## src/rtl/set_assoc_cache_ctrl.sv

```systemverilog
// Tag/state controller for an N-way set-associative cache with true-LRU replacement,
// dirty tracking, write-back or write-through policy and a handshaked memory side.
module set_assoc_cache_ctrl #(
  parameter int ADDR_W     = 24,
  parameter int OFFSET_W   = 3,
  parameter int SET_W      = 3,
  parameter int WAYS       = 4,
  parameter int WRITE_BACK = 1,
  parameter int CNT_W      = 32,
  localparam int TAG_W     = ADDR_W - SET_W - OFFSET_W,
  localparam int WAY_W     = $clog2(WAYS)
) (
  input  logic              clk,
  input  logic              rst_n,
  input  logic              req_valid,
  output logic              req_ready,
  input  logic              req_write,
  input  logic [ADDR_W-1:0] req_addr,
  output logic              rsp_valid,
  output logic              rsp_hit,
  output logic [WAY_W-1:0]  rsp_way,
  output logic              mem_valid,
  input  logic              mem_ready,
  output logic              mem_write,
  output logic [ADDR_W-1:0] mem_addr,
  output logic [CNT_W-1:0]  hit_count,
  output logic [CNT_W-1:0]  miss_count,
  output logic [CNT_W-1:0]  wb_count
);

  localparam int SETS = 2**SET_W;
  localparam bit WB   = (WRITE_BACK != 0);

  typedef logic [WAYS-1:0][WAY_W-1:0] rank_row_t;
  typedef enum logic [2:0] {IDLE, LOOKUP, EVICT, REFILL, WTHRU, RESP} state_t;

  state_t                       state, state_nxt;
  logic                         req_write_q;
  logic [ADDR_W-1:0]            req_addr_q;
  logic [TAG_W-1:0]             tag_q;
  logic [SET_W-1:0]             set_q;
  logic [WAY_W-1:0]             way_q;
  logic                         hit_q;

  logic [TAG_W-1:0]             tag_mem [SETS][WAYS];
  logic [SETS-1:0][WAYS-1:0]    valid_mem;
  logic [SETS-1:0][WAYS-1:0]    dirty_mem;
  rank_row_t                    rank_mem [SETS];

  logic                         hit_any, inv_any, victim_dirty, no_alloc;
  logic [WAY_W-1:0]             hit_way, inv_way, lru_way, victim_way;

  function automatic logic [CNT_W-1:0] sat_inc(input logic [CNT_W-1:0] c);
    return (&c) ? c : c + CNT_W'(1);
  endfunction

  // Touched way becomes MRU; every way ranked above it slides down one place.
  function automatic rank_row_t lru_touch(input rank_row_t row, input logic [WAY_W-1:0] way);
    rank_row_t        r;
    logic [WAY_W-1:0] cur;
    r   = row;
    cur = row[way];
    for (int w = 0; w < WAYS; w++)
      if (row[w] > cur) r[w] = row[w] - WAY_W'(1);
    r[way] = WAY_W'(WAYS - 1);
    return r;
  endfunction

  assign tag_q    = req_addr_q[ADDR_W-1 -: TAG_W];
  assign set_q    = req_addr_q[SET_W+OFFSET_W-1 -: SET_W];
  assign no_alloc = req_write_q && !WB;

  // Descending scan so the lowest-index match wins for invalid-way selection.
  always_comb begin
    hit_any = 1'b0;
    hit_way = '0;
    inv_any = 1'b0;
    inv_way = '0;
    lru_way = '0;
    for (int w = WAYS-1; w >= 0; w--) begin
      if (valid_mem[set_q][w] && (tag_mem[set_q][w] == tag_q)) begin
        hit_any = 1'b1;
        hit_way = WAY_W'(w);
      end
      if (!valid_mem[set_q][w]) begin
        inv_any = 1'b1;
        inv_way = WAY_W'(w);
      end
      if (rank_mem[set_q][w] == '0) lru_way = WAY_W'(w);
    end
    victim_way   = inv_any ? inv_way : lru_way;
    victim_dirty = valid_mem[set_q][victim_way] && dirty_mem[set_q][victim_way];
  end

  always_ff @(posedge clk or negedge rst_n) begin
    if (!rst_n) state <= IDLE;
    else        state <= state_nxt;
  end

  always_comb begin
    state_nxt = state;
    req_ready = 1'b0;
    rsp_valid = 1'b0;
    rsp_hit   = 1'b0;
    rsp_way   = '0;
    mem_valid = 1'b0;
    mem_write = 1'b0;
    mem_addr  = '0;
    case (state)
      IDLE: begin
        req_ready = 1'b1;
        if (req_valid) state_nxt = LOOKUP;
      end
      LOOKUP: begin
        if (hit_any)           state_nxt = no_alloc ? WTHRU : RESP;
        else if (no_alloc)     state_nxt = WTHRU;
        else if (victim_dirty) state_nxt = EVICT;
        else                   state_nxt = REFILL;
      end
      EVICT: begin
        mem_valid = 1'b1;
        mem_write = 1'b1;
        mem_addr  = {tag_mem[set_q][way_q], set_q, {OFFSET_W{1'b0}}};
        if (mem_ready) state_nxt = REFILL;
      end
      REFILL: begin
        mem_valid = 1'b1;
        mem_addr  = {tag_q, set_q, {OFFSET_W{1'b0}}};
        if (mem_ready) state_nxt = RESP;
      end
      WTHRU: begin
        mem_valid = 1'b1;
        mem_write = 1'b1;
        mem_addr  = req_addr_q;
        if (mem_ready) state_nxt = RESP;
      end
      RESP: begin
        rsp_valid = 1'b1;
        rsp_hit   = hit_q;
        rsp_way   = way_q;
        state_nxt = IDLE;
      end
      default: state_nxt = IDLE;
    endcase
  end

  // Cache state and statistics; tags and request fields below carry no reset.
  always_ff @(posedge clk or negedge rst_n) begin
    if (!rst_n) begin
      valid_mem  <= '0;
      dirty_mem  <= '0;
      hit_count  <= '0;
      miss_count <= '0;
      wb_count   <= '0;
      for (int s = 0; s < SETS; s++)
        for (int w = 0; w < WAYS; w++)
          rank_mem[s][w] <= WAY_W'(w);
    end else begin
      case (state)
        LOOKUP: begin
          if (hit_any) begin
            hit_count       <= sat_inc(hit_count);
            rank_mem[set_q] <= lru_touch(rank_mem[set_q], hit_way);
            if (req_write_q && WB) dirty_mem[set_q][hit_way] <= 1'b1;
          end else begin
            miss_count <= sat_inc(miss_count);
          end
        end
        EVICT: if (mem_ready) wb_count <= sat_inc(wb_count);
        REFILL: begin
          if (mem_ready) begin
            valid_mem[set_q][way_q] <= 1'b1;
            dirty_mem[set_q][way_q] <= req_write_q && WB;
            rank_mem[set_q]         <= lru_touch(rank_mem[set_q], way_q);
          end
        end
        default: ;
      endcase
    end
  end

  always_ff @(posedge clk) begin
    if (state == IDLE && req_valid) begin
      req_write_q <= req_write;
      req_addr_q  <= req_addr;
    end
    if (state == LOOKUP) begin
      hit_q <= hit_any;
      if (hit_any)       way_q <= hit_way;
      else if (no_alloc) way_q <= '0;
      else               way_q <= victim_way;
    end
    if (state == REFILL && mem_ready) tag_mem[set_q][way_q] <= tag_q;
  end

endmodule

```

## config.mk

```make
export PLATFORM = sky130hd
export DESIGN_NAME = set_assoc_cache_ctrl
export DESIGN_NICKNAME = d
export VERILOG_FILES = /design/src/rtl/set_assoc_cache_ctrl.sv
export SDC_FILE = /design/constraint.sdc
export NUM_CORES = 1
export LEC_CHECK = 0
export BUFFER_PORTS_ARGS = -buffer_cell sky130_fd_sc_hd__buf_2
export CORE_UTILIZATION = 47
export DETAILED_ROUTE_END_ITERATION = 10
export SLEW_MARGIN = 20
export SYNTH_ARGS = -nofsm -noshare
export SYNTH_HDL_FRONTEND = slang
export SYNTH_SLANG_ARGS = --single-unit
```

## constraint.sdc

```tcl
create_clock -name clk -period 12.5 [get_ports clk]
set_input_delay 3.125 -clock clk [delete_from_list [all_inputs] [get_ports clk]]
set_output_delay 3.125 -clock clk [all_outputs]
set_load 0.005 [all_outputs]
```

# == Word level (Yosys, flattened, before mapping) ==
# Memory sizes are Yosys's and may differ from the RTL's. A register that Yosys moved wholly into a read port is not among the register bits.
# Index checks and enable logic that the tools add are counted.
# W data, S select, Z words.
# totals
mem_bits_ro,0
latch_bits,0
ff_bits,255
ramBits,576
memories,1
out_inout_bits,127
# classes
n_reduce_logical,31
n_bitwise,10
shift,0
magnitude_cmp,19
n_div,0
n_mux,106
eq_ne,15
n_addsub,7
mul,0
# mem_list
memory,depth,width,rd,rd_ports_with_merged_regs,write_ports,line_no,source
tag_mem,8,72,1,1,1,45,logic [TAG_W-1:0] tag_mem [SETS][WAYS];
# ops
op,count
$bwmux W64,2
$mux W64,2
$pmux W64 S2,1
$add A32 B1 Y32 const B,3
$mux W32,3
$reduce_and A32 Y1,3
$mux W2,43
$eq A18 B18 Y1,4
$mux W72,1
$pmux W24 S3,1
$or A32 B32 Y32,2
$pmux W32 S2,1
$mux W18,3
$bmux W18 S2,1
$demux W18 S2,1
$bwmux W32,1
$bmux W4 S3,2
$bmux W8 S3,1
$demux W4 S3,2
$demux W8 S3,1
$mux W8,3
$mux W1,19
$gt A2 B2 Y1,8
$mux W4,4
33 further kinds,76

# == Logic depth before layout (Yosys ltp) ==
# Gate-level depths: netlist (run 1).
# logic_depth
ltp_word,17
mapped_depth,25

# == Worst setup path after synthesis (run 1) ==
# OpenSTA, ideal clock, no wires.
# synth_path
path_kind,flip-flop to output port
startpoint,register with a tool-made name
endpoint,output port mem_addr[17]
stages_incl_launch_ff,11
arrival_ps,2765
setup_slack_ps,6610
cell_sequence,dfxtp_1 -> buf_6 -> buf_6 -> buf_8 -> buf_8 -> buf_8 -> buf_4 -> mux4_2 -> mux4_2 -> mux2_2 -> a22o_1
# synth_lines
element,line_no,source
end: declaration,25,"output logic [ADDR_W-1:0] mem_addr,"

==> results of run 1 <==
[layer usage]
metal,share of wire,routed length (um)
met5,0,0
met4,0.029,2650
met3,0.072,6635
met2,0.47,42950
met1,0.43,39320
[sequential cells by signal (all words and copies together) (netlist names), named ones only]
name,cells
state,3
hit_count,32
req_write_q,1
rank_mem,64
way_q,2
miss_count,32
tag_mem,576
hit_q,1
valid_mem,32
req_addr_q,24
wb_count,32
dirty_mem,32
[synth_stat cells (19+ instances only)]
library cell  instances
nor3_1               44
or2_2                39
dfrtp_1             195
mux2_1               19
edfxtp_1            604
nor2_1              112
and3_1               28
a22oi_1              60
xor2_1               67
mux2_2               56
xnor2_1              96
dfstp_2              32
nand2_1             132
inv_1                34
o22ai_1              22
ha_1                 23
buf_4                26
o21ai_0              41
and2_1               19
nand4_1              23
nor2b_1              25
mux4_2              126
clkbuf_1             55
nand3_1              34
a21oi_1              26
mux2i_1             129
[logic make-up after synthesis]
kind of cell,after synthesis,share of synthesized area
compound gates,245,0.04815
xor+xnor,163,0.03953
fa+ha+maj,23,0.007968
buf+inv,155,0.02245
flops,834,0.6622
mux,341,0.1428
simple gates,523,0.07694
[report_power, final]
group | leakage, nW | switching [W] | internal (W)
combinational | 5.60 | 0.00118 | 0.000803
clock | 1.33 | 0.00109 | 0.00142
sequential | 8.37 | 0.000175 | 0.00329
total | 15.3 | 0.00245 | 0.00551
[through the flow]
step                hold slack [ns]  instance area [sq um]  setup slack (ns)  utilization  cells
detailed placement           0.4535                  38140             5.544       0.5022   3410
global placement             0.4352                  38140             5.660       0.5022   3410
CTS                          0.4674                  40890             5.081       0.5384   3569
floorplan                    0.4239                  36120             6.610            -   2284
global route                 0.4753                  40900             4.845       0.5385   3570
finish                       0.4634                  40900             5.101       0.5385   3570
[cell type report]
cell class                      count  area [sq um]
Antenna cell                        1         2.502
Sequential cell                   834         23930
Tap cell                         1030          1289
Inverter                           35         131.4
Multi-Input combinational cell   1295         11550
Timing Repair Buffer              216          1244
Clock buffer                      118          2323
Clock inverter                     41         431.7
Fill cell                        6103         35050
[worst min-delay path by stage]
| stage | endpoint | slack, ns | cells past startpoint |
|---|---|---|---|
| 4_1_cts | valid_mem[27] | 0.47 | 1 |
| 5_1_grt | valid_mem[21] | 0.48 | 1 |
| 2_1_floorplan | valid_mem[16] | 0.42 | 2 |
| 3_3_place_gp | valid_mem[16] | 0.44 | 2 |
| 3_5_place_dp | valid_mem[21] | 0.45 | 1 |
| 6_report | valid_mem[27] | 0.46 | 1 |
==> impl_results.md, run 1 <==
- Grt ovf: 0
- Layout cell share with drive strength beyond 1: 0.2615
- Asr flop ratio synth: 0.2722
- R2r setup slk: 5.51 ns
- Worst slew margin: 0.3009
- Synthesis-to-finish area growth: 13.23%
- Routed vias: 20950
- Core area: 75950 sq um
- Longest Clk Path Bufs: 3
- Cell family with most CP delay: compound AO/OA/AOI/OAI gates
- # nets final: roughly 2500
- Hold WC Path Type: flip-flop to flip-flop
- Met2 usage: 0.3725
- Chip width: roughly 280 um
- Syn Inst Count: 2284
- Cts bufs inserted: 87
- Slew Limit Fails: 0
- CTS tree: done
- GR peak layer: met2
- Sequential area share after synthesis: 0.6622
- Setup Fix Bufs, Post-CTS: 0
- TNS Setup: 0 ns
- Total of max-cap violations: 0
- Port Buf Inserts: 155
- Clk pin slew, worst setup/hold paths: 0.05 ns
- CP Cell Sequence: buf_4 > mux4_2 > nor2_1 > a221oi_1 > a211oi_1 > o31ai_1 > buf_2
- Post-DRT Antenna Nets: 0
- Skew-Pair Late Insertion Delay: 0.65 ns
- Final hold vios: 0
- #FFs+latches synth: 834
- Most frequent cells in the layout: 604 x edfxtp_1, 195 x dfrtp_1, 154 x buf_2
- Critical Path AT: 4.27 ns
- Power Density: approximately 190 nW/um^2
- Initial core utilization: 0.4756
- Final Power: roughly 0.008 W
- Critical R2R Capture: rank_mem[18]
- Post-synth EDFFs: between 600 and 700
- Critical Path Fanout Max: 62
- H-tree lvl count: 3
- Hold bufs inserted after CTS: 0
- Gr usage total: 0.2364
- Synth area leader: edfxtp_1
- # IOs: 156
- Crit path capture: mem_addr[9]
- Vias in the first global route: 21050
- Post-DP HPWL: 57070 um
- First-pass GRT wire length: 136500 um
- Startpoint Class: flip-flop
- Leakage: 15.31 nW
- DRT Pass-1 Iters: 6
- Tightest Pin Transition: ~1.0 ns
- Most common cell after layout, fill and taps aside: edfxtp_1
- Worst Setup End Kind: output pin
- # DRC: 0
- Antenna violations before repair: 3
- Vias per cell: a little under 6
- Worst Hold Launch: valid_mem[27]
- Top_reg_cell synth: edfxtp_1
- Final setup viols: 0
- Mean Syn Cell Area: 15.81 sq um
- # rows: 101
- Die area: just under 80000 sq um
- Share of the synthesized area in the top cell type: 0.5022
- Crit-path slowest cell: buf_4
- Worst setup path class: flip-flop to output pin
- Wire length per cell: about 26 um
- RSZ-0062 raised after global routing: false
- Crit path depth: 7
- Drt total wl: 91550 um
- Largest cells by area after synthesis: edfxtp_1 50%, dfrtp_1 14%, mux4_2 7.9%, mux2i_1 3.6%, dfstp_2 2.3%
- Minimum clock period: 7.399 ns
- R2R depth: 17
- Worst Path Buf+Inv: 2
- Period Utilization, post-route: 0.5919
- Routing usage on met3: 0.04159
- Iter 0 DRT Violations: 2189
- Run status: completed
- DIE HEIGHT: 279.2 um
- Largest net degree at the start of global routing: 100
- Placer Congestion: 0.8689
- Max frequency: ~140 MHz
- Ys Warns: 0
- Critical Path RT: approximately 9.4 ns
- Worst vdd rail ir drop: about 100 uV
- Syn Std Cell Area: between 30000 and 40000 sq um
- CTS root buf: clkbuf_16
- Distinct cells, synth: 84
- Clock Skews: 0.02654 ns
- Met1 usage: 0.3336
- Post-CTS Resized: 0
- Slowest stage delay, CP: between 0.9 and 1 ns
- Clock sinks: 834
- Net count after synthesis: 2336
(Power assumes the default switching activity.)
==> run 2: changes to the inputs <==
==> constraint.sdc (replaced) <==
create_clock -name clk -period 7.41 [get_ports clk]
set_input_delay 1.8525 -clock clk [delete_from_list [all_inputs] [get_ports clk]]
set_output_delay 1.8525 -clock clk [all_outputs]
set_load 0.005 [all_outputs]
==> run 2 against run 1 <==
Clock skew shrank 0.0073 ns. Combinational power grew 71%. Sequential share of layout area shrank 0.28 points. Global-route usage grew 0.48 points. Critical path depth grew 9. Cell area grew 0.49%. Wire length grew 2.0%. Cell count grew 0.53%.
==> impl_results.md, run 2 (same netlist as run 1, synthesis figures left out) <==
- Chip width: 279.2 um (unchanged)
- # nets final: 2536 (+0.60%)
- Startpoint Class: flip-flop
- R2r setup slk: 1.01 ns (-4.50 ns)
- Worst setup path class: flip-flop to flip-flop
- Vias per cell: 5.817 (-0.85%)
- Most common cell after layout, fill and taps aside: edfxtp_1
- Skew-Pair Late Insertion Delay: 0.64 ns (about the same)
- Core area: 75950 sq um (unchanged)
- Worst Setup End Kind: flip-flop
- # IOs: 156 (unchanged)
- Post-DRT Antenna Nets: 0 (unchanged)
- Cts bufs inserted: 88 (+1.1%)
- Minimum clock period: 6.396 ns
- Slowest stage delay, CP: 0.59 ns (-0.35 ns)
- Slew Limit Fails: 0 (unchanged)
- Critical Path AT: 6.96 ns (+2.69 ns)
- Placer Congestion: 0.8528 (-1.9%)
- Wire length per cell: 26.03 um (+1.5%)
- Layout cell share with drive strength beyond 1: 0.2644 (+0.002852)
- DIE HEIGHT: 279.2 um (unchanged)
- Gr usage total: 0.2412 (+0.004784)
- Leakage: 15.41 nW (+0.71%)
- First-pass GRT wire length: 138500 um (+1.5%)
- Largest Register: tag_mem
- Largest net degree at the start of global routing: 82 (-18%)
- Initial core utilization: 0.4756 (unchanged)
- Max frequency: 156.3 MHz
- Routed vias: 20880 (-0.32%)
- Setup Fix Bufs, Post-CTS: 0 (unchanged)
- RSZ-0062 raised after global routing: false
- Post-DP HPWL: 60130 um (+5.4%)
- Longest Clk Path Bufs: 3 (unchanged)
- Dpl cell area: 38300 sq um (+0.42%)
- Period Utilization, post-route: 0.8632
- Hold depth: 2 (+1)
- Vias in the first global route: 21110 (+0.29%)
- # DRC: 0 (unchanged)
- Clock sinks: 834 (unchanged)
- Most frequent cells in the layout: 604 x edfxtp_1, 195 x dfrtp_1, 154 x buf_2
- Worst Path Buf+Inv: 1 (-1)
- CTS root buf: clkbuf_16
- Worst slew margin: 0.3359 (+0.03505)
- Synthesis-to-finish area growth: 13.78%
- H-tree lvl count: 3 (unchanged)
- Hold path endpoint: valid_mem[16]
- Die area: 77960 sq um (unchanged)
- CP Cell Sequence: buf_12 > mux4_2 > mux2i_1 > xor2_1 > nand4_1 > nor3_1 > nand4_1 > nand3_1 > o22ai_1 > nor3_1 > ha_1 > nor2b_1 > o21ai_0 > mux2_2 > a31oi_1 > mux2_2
- Worst Hold Launch: valid_mem[16]
- Tightest Pin Transition: 0.9937 ns (-0.05498 ns)
- Critical R2R Capture: rank_mem[5]
- Final Hold Slack: 0.4618 ns (-0.001582 ns)
- DRT Pass-1 Iters: 9 (+3)
- Critical Path Fanout Max: 50 (-19%)
- CTS tree: done
- Final setup viols: 0 (unchanged)
- # rows: 101 (unchanged)
- Clock Skews: 0.01922 ns (-0.007321 ns)
- Worst vdd rail ir drop: 178.3 uV (+79%)
- TNS Setup: 0 ns (unchanged)
- Cell family with most CP delay: simple AND/OR/NAND/NOR gates
- Post-CTS Resized: 0 (unchanged)
- Final hold vios: 0 (unchanged)
- Hold bufs inserted after CTS: 0 (unchanged)
- Design Area, Final: 41100 sq um (+0.49%)
- Total of max-cap violations: 0 (unchanged)
- Run status: completed
- Grt ovf: 0 (unchanged)
- Max reg flops: 576 (unchanged)
- Drt total wl: 93410 um (+2.0%)
- Clk pin slew, worst setup/hold paths: 0.06 ns (about the same)
- Power Density: 328.4 nW/um^2 (+69%)
- R2R depth: 16 (-1)
- Iter 0 DRT Violations: 1897 (-13%)
- Port Buf Inserts: 155 (unchanged)
- Hold WC Path Type: flip-flop to flip-flop
- Largest regs: tag_mem (576), rank_mem (64)
- Crit-path slowest cell: dfxtp_4
- Critical Path RT: 7.97 ns (-1.41 ns)
- Antenna violations before repair: 4 (+1)
-- run 2: changes by cell type in the layout (fill, tap and decap cells not counted), sizes merged --
| cell | previous run | this run |
|---|---|---|
| clkinv | 30 | 35 |
| diode | 1 | 2 |
| clkinvlp | 3 | 2 |
| buf | 216 | 230 |
-- run 2: how the worst max path moves through the flow --
stage                   start           end  slack (ns)  depth (start not counted)
global placement    flip-flop  rank_mem[29]        1.31                         16
global route        flip-flop  rank_mem[45]        0.80                         16
finish              flip-flop   rank_mem[5]        1.01                         16
detailed placement  flip-flop   rank_mem[5]        1.17                         16
CTS                 flip-flop   rank_mem[5]        1.13                         16
floorplan           flip-flop  rank_mem[13]        2.52                         18
-- run 2: power by group --
part	switching, W	total [W]	internal, W
Sequential	0.000312	0.00586	0.00554
Clock	0.00181	0.00424	0.00243
Combinational	0.00200	0.00340	0.00140
-- run 2: tightest hold or removal path, cell delays in order, from the launching register on --
cell     delay, ns
dfrtp_1       0.32
inv_1         0.04
o21ai_0       0.06
-- run 2: cell type report --
cell class | instances | area [sq um]
fill | 6129 | 34850
tap | 1030 | 1289
clock buffer | 118 | 2367
sequential | 834 | 23930
multi-input combinational | 1295 | 11540
timing repair buffer | 230 | 1431
clock inverter | 45 | 397.9
inverter | 35 | 131.4
antenna | 2 | 5.005
-- run 2: per-layer routing --
metal | vias to the layer above | routed length, um | GRT usage
li1 | 9163 | - | -
met1 | 10800 | 40000 | 0.3419
met2 | 785 | 44230 | 0.3812
met3 | 131 | 7135 | 0.04644
met4 | 0 | 2048 | 0.06607
met5 | - | 0 | 0
-- run 2: stage by stage --
stage	total power (W)	setup slack (ns)	std cells	utilization
detailed placement	0.009317	1.166	3423	0.5043
global placement	0.009226	1.305	3423	0.5042
floorplan	0.008159	2.522	2284	-
CTS	0.01356	1.134	3586	0.5407
finish	0.01350	1.014	3589	0.5411
global route	0.01408	0.7995	3589	0.5411
